File: config.mk
export PLATFORM = sky130hd
export DESIGN_NAME = clk_tick_gen
export DESIGN_NICKNAME = d
export VERILOG_FILES = /design/src/rtl/clk_tick_gen.sv
export SDC_FILE = /design/constraint.sdc
export NUM_CORES = 1
export LEC_CHECK = 0
export ABC_AREA = 1
export CAP_MARGIN = 20
export CORE_MARGIN = 2
export CORE_UTILIZATION = 63
export DETAILED_ROUTE_END_ITERATION = 8
export GPL_TIMING_DRIVEN = 0
export PLACE_DENSITY = 0.79
export SLEW_MARGIN = 5
export SYNTH_ARGS = -nofsm -noshare
export SYNTH_HDL_FRONTEND = slang
export SYNTH_SLANG_ARGS = --single-unit
File: constraint.sdc
create_clock -name kartclk -period 2.5 [get_ports kartclk]
set_input_delay 0.5 -clock kartclk [delete_from_list [all_inputs] [get_ports kartclk]]
set_output_delay 0.5 -clock kartclk [all_outputs]
set_load 0.02 [all_outputs]
File: src/rtl/clk_tick_gen.sv
// clk_tick_gen
//   Multi-channel clock divider / tick generator running from kartclk.
//   Each channel divides kartclk by its own run-time divisor and produces a
//   one-cycle tick strobe plus a 50 % duty square wave (ffclk). Divisor
//   writes land in a shadow register and are moved into the active divisor
//   only at a wrap, a sync_clr, or on every edge while the channel is halted
//   (active divisor 0). An interval therefore never mixes two ratios.
//
// Ports
//   kartclk   in   system clock, rising edge
//   rst       in   synchronous active-high reset (highest priority)
//   en        in   global count enable
//   sync_clr  in   synchronous restart of all channels
//   div_we    in   divisor write strobe
//   div_sel   in   channel index for the write (out-of-range ignored)
//   div_data  in   new divisor value
//   tick      out  per-channel one-cycle strobe (registered)
//   ffclk     out  per-channel square wave (registered)
module clk_tick_gen #(
  parameter int NUM_CH      = 4,
  parameter int CNT_W       = 24,
  parameter int DEFAULT_DIV = 125000,
  parameter int SEL_W       = (NUM_CH > 1) ? $clog2(NUM_CH) : 1
) (
  input  logic              kartclk,
  input  logic              rst,
  input  logic              en,
  input  logic              sync_clr,
  input  logic              div_we,
  input  logic [SEL_W-1:0]  div_sel,
  input  logic [CNT_W-1:0]  div_data,
  output logic [NUM_CH-1:0] tick,
  output logic [NUM_CH-1:0] ffclk
);

  localparam logic [CNT_W-1:0] DIV_RST = CNT_W'(DEFAULT_DIV);
  localparam logic [CNT_W-1:0] ONE     = CNT_W'(1);

  // Terminal count: last count of the current interval. A halted channel
  // (divisor 0) never reaches it.
  function automatic logic at_wrap(input logic [CNT_W-1:0] c,
                                   input logic [CNT_W-1:0] d);
    return (d != '0) && (c == d - ONE);
  endfunction

  for (genvar g = 0; g < NUM_CH; g++) begin : g_ch
    logic [CNT_W-1:0] cnt;
    logic [CNT_W-1:0] div_act;
    logic [CNT_W-1:0] div_shd;
    logic             tick_q;
    logic             ff_q;
    logic             wr_hit;

    // div_sel values >= NUM_CH match no channel and are dropped.
    assign wr_hit = div_we && (div_sel == SEL_W'(g));

    always_ff @(posedge kartclk) begin
      if (rst) begin
        cnt     <= '0;
        div_act <= DIV_RST;
        div_shd <= DIV_RST;
        tick_q  <= 1'b0;
        ff_q    <= 1'b0;
      end else begin
        if (wr_hit) begin
          div_shd <= div_data;
        end
        // Transfers below read div_shd before this edge's write, so a write
        // coinciding with a wrap only takes effect at the following wrap.
        if (sync_clr) begin
          cnt     <= '0;
          tick_q  <= 1'b0;
          ff_q    <= 1'b0;
          div_act <= div_shd;
        end else if (div_act == '0) begin
          // Halted: keep polling the shadow, independent of en.
          cnt     <= '0;
          tick_q  <= 1'b0;
          div_act <= div_shd;
        end else if (en) begin
          if (at_wrap(cnt, div_act)) begin
            cnt     <= '0;
            tick_q  <= 1'b1;
            ff_q    <= ~ff_q;
            div_act <= div_shd;
          end else begin
            cnt     <= cnt + ONE;
            tick_q  <= 1'b0;
          end
        end else begin
          tick_q <= 1'b0;
        end
      end
    end

    assign tick[g]  = tick_q;
    assign ffclk[g] = ff_q;
  end

endmodule

* Yosys cells after proc, flatten, opt, wreduce, memory -nomap -nowiden *
Cells that the tools add are included.

storage, ports and cells
  output and inout bits = 8
  logic and storage cells = 110
  input bits = 31
  register bits = 296

cells by class
  mux-type cells = 24
  bitwise gates (word level) = 9
  reductions and logical operators = 42
  add/sub/neg operators = 8
  equal/unequal tests = 7

operators by type and width
  kind                     count
  $mux W24                 20
  $add A24 B1 Y24 const B  4
  $eq A24 B24 Y1           4
  $logic_not A24 Y1        4
  $reduce_bool A24 Y1      4
  $sub A24 B1 Y24 const B  4
  $reduce_bool A3 Y1       8
  $reduce_or A4 Y1         4
  $reduce_and A3 Y1        4
  $reduce_or A3 Y1         4
  $not A1 Y1               9
  $logic_and A1 B1 Y1      8
  $reduce_and A2 Y1        4
  $eq A2 B2 Y1 const B     2
  $mux W1                  4
  $eq A2 B1 Y1 const B     1
  $logic_not A2 Y1         1
  $reduce_or A2 Y1         1

* Longest topological paths before layout *
Gate-level depths: netlist of the first run.

  word-level depth = 7
  depth in mapped cells = 19

* Worst setup path before layout of the first run *
No wires, ideal clock.

  kind = reg-to-reg
  start point = register g_ch[1].div_act[0]
  end point = register g_ch[1].div_act[0]
  setup time = 0.115 ns
  arrival time = 2.073 ns
  stages on the path, launching flop included = 17
  slack = 0.312 ns
  period minus slack after synthesis = 2.188 ns
  path buffers = 3
  path through = dfxtp_1 > inv_1 > ha_1 > nand2_2 > nor2_2 > buf_6 > nand2_2 > xnor2_2 > nand3_1 > nor2_1 > nand2_1 > nor2_1 > nand3_2 > buf_6 > buf_6 > a21oi_1 > nor2_1

on the way
  longest elaborated chain between the ends = 5
  elaborated cells on any way between the ends = 10
  those cells by class = add/sub: 1; eq/ne: 1; mux: 2; reduce/logical: 6

RTL lines
  element                              RTL line  text
  start, declared                      48        logic [CNT_W-1:0] div_act;
  start signal, assigned               74        div_act <= div_shd;
  start signal, assigned               79        div_act <= div_shd;
  start signal, assigned               85        div_act <= div_shd;
  $sub A24 B1 Y24                      43        return (d != '0) && (c == d - ONE);
  $eq A24 B24 Y1                       43
  $logic_and A1 B1 Y1                  43
  $reduce_bool A3 Y1 (no source line)  --
  $reduce_and A2 Y1 (no source line)   --

Several ways; a longest one is shown, not always the timed one.
A chain may end at the register's enable or synchronous reset.

* Worst setup path after layout of the first run *
  start point = register g_ch[2].div_act[1]
  end point = register g_ch[2].div_act[12]

on the way
  longest elaborated chain between the ends = 5
  elaborated cells on any way between the ends = 10
  those cells by class = add/sub: 1; eq/ne: 1; mux: 2; reduce/logical: 6

RTL lines
  element                              RTL line
  start, declared                      48
  start signal, assigned               74
  start signal, assigned               79
  start signal, assigned               85
  $sub A24 B1 Y24                      43
  $eq A24 B24 Y1                       43
  $logic_and A1 B1 Y1                  43
  $reduce_bool A3 Y1 (no source line)  --
  $reduce_and A2 Y1 (no source line)   --

Several ways; a longest one is shown, not always the timed one.

==> key figures, run 1 <==
Floorplanning
  – Die Area: 28200 um2
  – I/O pin count: 39
  – Die Y: 168 um
  – Core Region: 26200 um2
  – Row count: 59
  – Die W: 168 um
  – Initial core utilization: 0.646

Place
  – DP Area: 17700 um2
  – GP Congestion: 0.944
  – Cell Count Post-Placement: 3002
  – Place WS: -0.795 ns
  – Dpl hpwl: 37000 um
  – PortBufs: 37

Synthesis
  – Sequential share of the synthesized area: 0.350
  – Synth Cell Area: 16900 um2
  – Yosys Warn Count: 0
  – Syn_area_per_cell: 6.44 um2
  – Asr flop ratio synth: 0
  – Distinct cells, synth: 40
  – EDFF count, synth: 0
  – Cell count after synthesis: 2629
  – Synthesized flop and latch total: 296
  – Dominant synthesized flop cell: dfxtp_1
  – Syn Nets: 2672

Clock tree
  – Clock Sinks: 296
  – CTS Buffer Depth: 3
  – CTS tree: done
  – H-tree levels: 1
  – Clk root buf: clkbuf_16
  – Clock latency on the worst-skew pair: 0.56 ns
  – TritonCTS buffer count: 31
  – Clock slew at reported path FFs: 0.07 ns

Power
  – Peak supply drop: 0.000608 V
  – Pwr Density: 562 nW/um2
  – Cell internal pwr: 8.45 mW
  – Sw Share: 0.268
  – Clock network fraction of design power: 0.430
  – Sequential share of power: 0.441
  – Psw: 3.10 mW
  – LEAKAGE: 9.01 nW
  – Part of the power in combinational logic: 0.129

Final layout
  – Design Area, Final: 20600 um2
  – Final Non-Filler Cells: 3131
  – Final Net Count: 2817
  – Fraction of layout cells with a size suffix above 1: 0.148
  – # diodes: 0
  – Area growth from synthesis to layout: 21.5%
  – Filler cell count in the final layout: 2024

Timing
  – Worst slew pin tran: 0.933 ns
  – Period minus WS final: 2.56 ns
  – Hold Vio Cnt, Final: 0
  – Final setup violation count: 10
  – Final period util: 1.02
  – Slew Viols, Final: 0
  – RSZ-0062 raised after global routing: yes
  – Post-route setup slack: -0.0569 ns
  – Peak Freq: 391 MHz
  – Setup Skew: 0.00942 ns
  – Max_slew headroom: 0.378

Worst setup path
  – Critical path type: reg2reg
  – Critical-path maximum fanout: 8
  – Worst path slowest cell: dfxtp_2
  – CP cell instances: inv_4, ha_4, nand3_4, nor2_4, nand2_1, nor2_1, nand2_1, nand3_1, nand2_1, inv_1, nand2_1, nor2_4, nand3_4, clkbuf_16, a21oi_1, nor2_1
  – Data arrival, critical path: 3.02 ns
  – Reg2reg path depth: 16
  – Crit end category: flip-flop
  – Critical path launch point type: flip-flop
  – Largest stage delay, worst path: 0.33 ns
  – Cell mode on critical path: nand2_1
  – CP required: 2.96 ns

Global routing
  – First-pass GRT wire length: 79300 um
  – Gr usage total: 0.346
  – Initial antenna violation count: 0
  – Overflow left after global routing: 0
  – Largest net degree at the start of global routing: 15
  – Vias in the first global route: 15800

Routing
  – Total Routed Length: 53000 um
  – DRT Pass-1 Iters: 6
  – Post-DR wirelength/cell: 16.9 um
  – Routed via count: 17900
  – Initial drt markers: 1883
  – Via density: 5.72
  – DRC: 0
  – Post-DRT Antenna Nets: 0

Status
  – Failing checks: setup timing
  – Status: finished with violations

Hold path
  – Hold Path Depth: 2
  – Worst hold path type: in2reg

Run
  – Max Cap Violations: 0
## flip-flops by register name (all words and copies together), names as in the netlist
signal and count:
g_ch.cnt 96, g_ch.div_act 96, g_ch.div_shd 96, g_ch.ff_q 4, g_ch.tick_q 4
## repair_timing
action / CTS / global route
gates cloned: 2 / 14
pin swaps: 10 / 69
hold endpoints to repair: 0 / 0
buffers inserted: 9 / 50
resized for setup: 48 / 261
hold buffers: 0 / 0
endpoints found under the setup margin: 184 / 195
## cell families after synthesis
| family | share of synthesized area |
|---|---|
| AOI/OAI and AO/OA | 0.0655 |
| xor gates and xnor gates | 0.0802 |
| adders and majority gates | 0.00887 |
| buffers and inverters | 0.0907 |
| DFF | 0.350 |
| and+or+nand+nor | 0.405 |
## worst max-delay path, delay by kind of cell, from the launching register on
family          cells  cell delay, ns
simple gates       11            1.45
buf+inv             3            0.38
flops               1            0.33
compound gates      1            0.16
fa+ha+maj           1            0.15
## layout by cell type, fill, tap and decap left out, types with 19 or more instances in the layout
master           count
nand2_1            629
nor2_1             416
dfxtp_1            279
nand3_1            254
inv_1              249
xor2_1             107
o21ai_0             82
buf_4               69
a21oi_1             65
clkbuf_1            60
nor2_2              50
nand4_1             44
xnor2_1             42
a21oi_2             40
nor2_4              37
clkdlybuf4s50_1     37
nor3_1              36
clkbuf_16           35
nand3b_1            25
nand2_2             24
nand3_2             19
## power groups by stage
stage / Combinational, mW / Sequential [mW] / Clock [mW]
CTS: 1.28 / 5.05 / 4.97
floorplan: 0.890 / 5.10 / 0
detailed placement: 1.23 / 5.15 / 0
global placement: 1.20 / 5.15 / 0
global route: 1.63 / 5.10 / 5.17
finish: 1.49 / 5.09 / 4.96
## per-layer routing
layer,global-route usage,part of all wire
met1,0.478,0.41
met2,0.555,0.45
met3,0.0585,0.10
met4,0.112,0.035
met5,0,0
## Yosys cell counts, types with 6 or more instances
master    number  area share
a21oi_1      110       0.033
ha_1          12      0.0089
inv_1        258       0.057
xnor2_1       43       0.022
nand2_2        7      0.0026
dfxtp_1      296        0.35
clkbuf_1      58       0.013
buf_6         11      0.0073
xor2_1       110       0.057
buf_4         15      0.0067
nor4_1        12      0.0044
nor2_4         7      0.0047
nand4_1       44       0.016
buf_2         10      0.0030
nand3_1      271       0.080
nor2_2        21      0.0078
inv_2          6      0.0013
nand3_2        9      0.0053
nand3b_1      25       0.011
o21ai_0       86       0.025
nand2_1      658        0.15
nor2_1       472        0.10
nor3_1        36       0.011
## stage by stage
step,hold slack (ns),power (mW),setup TNS [ns],utilization
4_1_cts,0.329,11.3,-0.0162,0.727
5_1_grt,0.343,11.9,-5.31,0.784
6_report,0.339,11.5,-0.186,0.784
3_3_place_gp,0.442,6.35,-52.42,0.676
3_5_place_dp,0.445,6.39,-45.00,0.676
2_1_floorplan,0.429,5.99,0,-
## cell type report
class | count | area, um2 | area share
Multi-Input combinational cell | 1970 | 10400 | 0.508
Sequential cell | 296 | 5950 | 0.289
Inverter | 269 | 1030 | 0.0503
Timing Repair Buffer | 108 | 1020 | 0.0496
Clock buffer | 43 | 901 | 0.0438
Buffer | 98 | 607 | 0.0295
Tap cell | 335 | 419 | 0.0204
Clock inverter | 12 | 193 | 0.00937
## path summary, 6_finish.rpt
check / slack (ns) / startpoint / to
worst min register to register: 0.46 / g_ch[2].div_shd[3]$_SDFFE_PP1P_ / g_ch[2].div_shd[3]$_SDFFE_PP1P_
worst max register to register: -0.06 / g_ch[2].div_act[1]$_SDFFE_PP0P_ / g_ch[2].div_act[12]$_SDFFE_PP0P_
worst max-delay path: -0.06 / g_ch[2].div_act[1]$_SDFFE_PP0P_ / g_ch[2].div_act[12]$_SDFFE_PP0P_
worst min-delay path: 0.34 / rst / g_ch[3].div_shd[7]$_SDFFE_PP0P_
Power figures use the tool's default switching activity.
==> run 2: changes to the inputs <==
--- a/config.mk
+++ b/config.mk
@@ -8,10 +8,10 @@
 export ABC_AREA = 1
 export CAP_MARGIN = 20
 export CORE_MARGIN = 2
-export CORE_UTILIZATION = 63
+export CORE_UTILIZATION = 25
 export DETAILED_ROUTE_END_ITERATION = 8
 export GPL_TIMING_DRIVEN = 0
-export PLACE_DENSITY = 0.79
+export PLACE_DENSITY = 0.37
 export SLEW_MARGIN = 5
 export SYNTH_ARGS = -nofsm -noshare
 export SYNTH_HDL_FRONTEND = slang
==> run 2 against run 1 <==
Net effect: the flow now finishes without violations; global-route usage is 17 points lower; count of clock-buffer cells in the layout is 14 higher; flip-flop and latch count stayed put; non-clock buffer count is 10 higher; power is 5.6% higher; via count is 5.3% lower.
==> key figures, run 2 (synthesized netlist as in run 1, its figures left out) <==
Place
  – DP Area: 18400 um2
  – GP Congestion: 0.858
  – PortBufs: 37
  – Place WS: -1.08 ns
  – Cell Count Post-Placement: 3539
  – Dpl hpwl: 46600 um

Final layout
  – Fraction of layout cells with a size suffix above 1: 0.181
  – Top Registers: g_ch.cnt (96), g_ch.div_act (96), g_ch.div_shd (96)
  – # diodes: 0
  – Area growth from synthesis to layout: 30.7%
  – Design Area, Final: 22100 um2
  – Final Non-Filler Cells: 3689
  – Post-layout util: 0.330
  – Most common cell after layout, fill and taps aside: nand2_1
  – Most frequent cells in the layout: nand2_1, nor2_1, dfxtp_1, inv_1, nand3_1
  – Final Net Count: 2833
  – Filler cell count in the final layout: 7468

Global routing
  – First-pass GRT wire length: 93900 um
  – Gr usage total: 0.173
  – Initial antenna violation count: 0
  – Largest net degree at the start of global routing: 12
  – Overflow left after global routing: 0
  – Vias in the first global route: 16100

Worst setup path
  – Crit end category: flip-flop
  – CP required: 2.95 ns
  – Worst reg2reg setup slack: 0.03 ns
  – Critical path depth in cells: 16
  – Critical-path maximum fanout: 7
  – Data arrival, critical path: 2.93 ns
  – Reg2reg path depth: 16
  – Critical path type: reg2reg
  – Worst path slowest cell: dfxtp_4
  – Buffers and inverters on the worst path: 4
  – Largest stage delay, worst path: 0.35 ns
  – Critical path launch point type: flip-flop
  – R2R Path End: g_ch[1].div_act[12]$_SDFFE_PP0P_
  – R2r startpoint: g_ch[1].div_act[0]$_SDFFE_PP0P_
  – Cell family with most CP delay: simple AND/OR/NAND/NOR gates
  – CP cell instances: inv_4, ha_4, nand2_4, nor2_4, buf_6, nand2_4, xnor2_4, nand3_2, nor2_1, nand2_1, nor2_4, nand3_4, buf_12, clkbuf_16, a21oi_4, nor2_2

Clock tree
  – CTS hold repair buffers: 0
  – H-tree levels: 2
  – Clock Sinks: 296
  – CTS Buffer Depth: 3
  – Clk root buf: clkbuf_16
  – Clock slew at reported path FFs: 0.06 ns
  – TritonCTS buffer count: 39
  – Clock latency on the worst-skew pair: 0.56 ns
  – CTS tree: done

Timing
  – RSZ-0062 raised after global routing: yes
  – Post-route setup slack: 0.0276 ns
  – Period minus WS final: 2.47 ns
  – Final setup violation count: 0
  – Peak Freq: 404 MHz
  – Hold Vio Cnt, Final: 0
  – Final period util: 0.989
  – Final setup TNS: 0 ns
  – Max_slew headroom: 0.251
  – Setup Skew: 0.0175 ns
  – Worst slew pin tran: 1.12 ns
  – Slew Viols, Final: 0

Power
  – Cell internal pwr: 8.74 mW
  – Part of the power in combinational logic: 0.127
  – Pwr Density: 551 nW/um2
  – Peak supply drop: 0.000389 V
  – Psw: 3.46 mW
  – LEAKAGE: 9.29 nW
  – Sequential share of power: 0.419
  – Clock network fraction of design power: 0.454
  – Sw Share: 0.284

Routing
  – Initial drt markers: 871
  – Routed via count: 17000
  – Total Routed Length: 62200 um
  – Post-DRT Antenna Nets: 0
  – DRC: 0
  – Post-DR wirelength/cell: 16.9 um
  – Via density: 4.60
  – DRT Pass-1 Iters: 5

Floorplanning
  – Initial core utilization: 0.252
  – Die W: 264 um
  – Die Area: 69800 um2
  – I/O pin count: 39
  – Row count: 95
  – Core Region: 67000 um2
  – Die Y: 264 um

Hold path
  – Hold Path Depth: 2
  – Hold Path Sink: g_ch[2].div_shd[16]$_SDFFE_PP1P_
  – Worst hold path type: reg2reg
  – Hold path startpoint: g_ch[2].div_shd[16]$_SDFFE_PP1P_

Run
  – Max Cap Violations: 0

Status
  – Status: finished, final reports clean
[run 2: cell count changes in the layout (fill, tap and decap cells not counted), sizes merged]
cell / previous run / this run
nor2: 503 / 502
nand3: 284 / 283
clkbuf: 105 / 125
buf: 107 / 111
clkinvlp: 1 / 2
bufinv: 5 / 1
clkinv: 10 / 11
[run 2: metal layers]
metal,global-route usage,wire length [um]
met4,0.0502,1580
met5,0,0
met1,0.245,31200
met2,0.267,26800
met3,0.0301,2580
[run 2: stage by stage]
step | total power, mW | hold slack, ns
4_1_cts | 12.2 | 0.464
2_1_floorplan | 5.99 | 0.429
5_1_grt | 12.8 | 0.472
6_report | 12.2 | 0.458
3_5_place_dp | 6.48 | 0.448
3_3_place_gp | 6.48 | 0.445
[run 2: worst max path at each step]
stage / start / end
after floorplan: g_ch[1].div_act[0]$_SDFFE_PP0P_ / g_ch[1].div_act[0]$_SDFFE_PP0P_
after global placement: en / g_ch[3].ff_q$_SDFFE_PP0P_
after detailed placement: en / g_ch[2].cnt[20]$_SDFFE_PP0P_
after CTS: g_ch[1].div_act[0]$_SDFFE_PP0P_ / g_ch[1].div_act[0]$_SDFFE_PP0P_
after global routing: g_ch[3].div_act[1]$_SDFFE_PP0P_ / g_ch[3].div_act[12]$_SDFFE_PP0P_
final: g_ch[1].div_act[0]$_SDFFE_PP0P_ / g_ch[1].div_act[12]$_SDFFE_PP0P_
[run 2: final cells by class]
| type | count | area, um2 | share of cell area |
|---|---|---|---|
| multi-input combinational | 1968 | 10900 | 0.494 |
| timing repair buffer | 118 | 1170 | 0.0531 |
| clock buffer | 57 | 1140 | 0.0518 |
| sequential | 296 | 5960 | 0.270 |
| clock inverter | 10 | 90.1 | 0.00407 |
| buffer | 98 | 684 | 0.0309 |
| tap | 873 | 1090 | 0.0494 |
| inverter | 269 | 1040 | 0.0470 |
[run 2: power by group through the flow]
stage / Combinational, mW / Clock (mW) / Sequential [mW]
floorplan: 0.890 / 0 / 5.10
global placement: 1.30 / 0 / 5.18
detailed placement: 1.30 / 0 / 5.18
CTS: 1.37 / 5.75 / 5.09
global route: 1.73 / 5.93 / 5.14
finish: 1.55 / 5.53 / 5.11
[run 2: what timing repair did]
action                     in CTS  in global routing
pin swaps                      17                 93
setup buffers                  14                 55
gates resized for setup       115                331
setup endpoints to repair     208                191
gates cloned                    4                 11
[run 2: worst min-delay path, stage by stage, from the launching register on]
cell	delay, ns
dfxtp_1	0.33
nand2_1	0.05
nand3_1	0.05
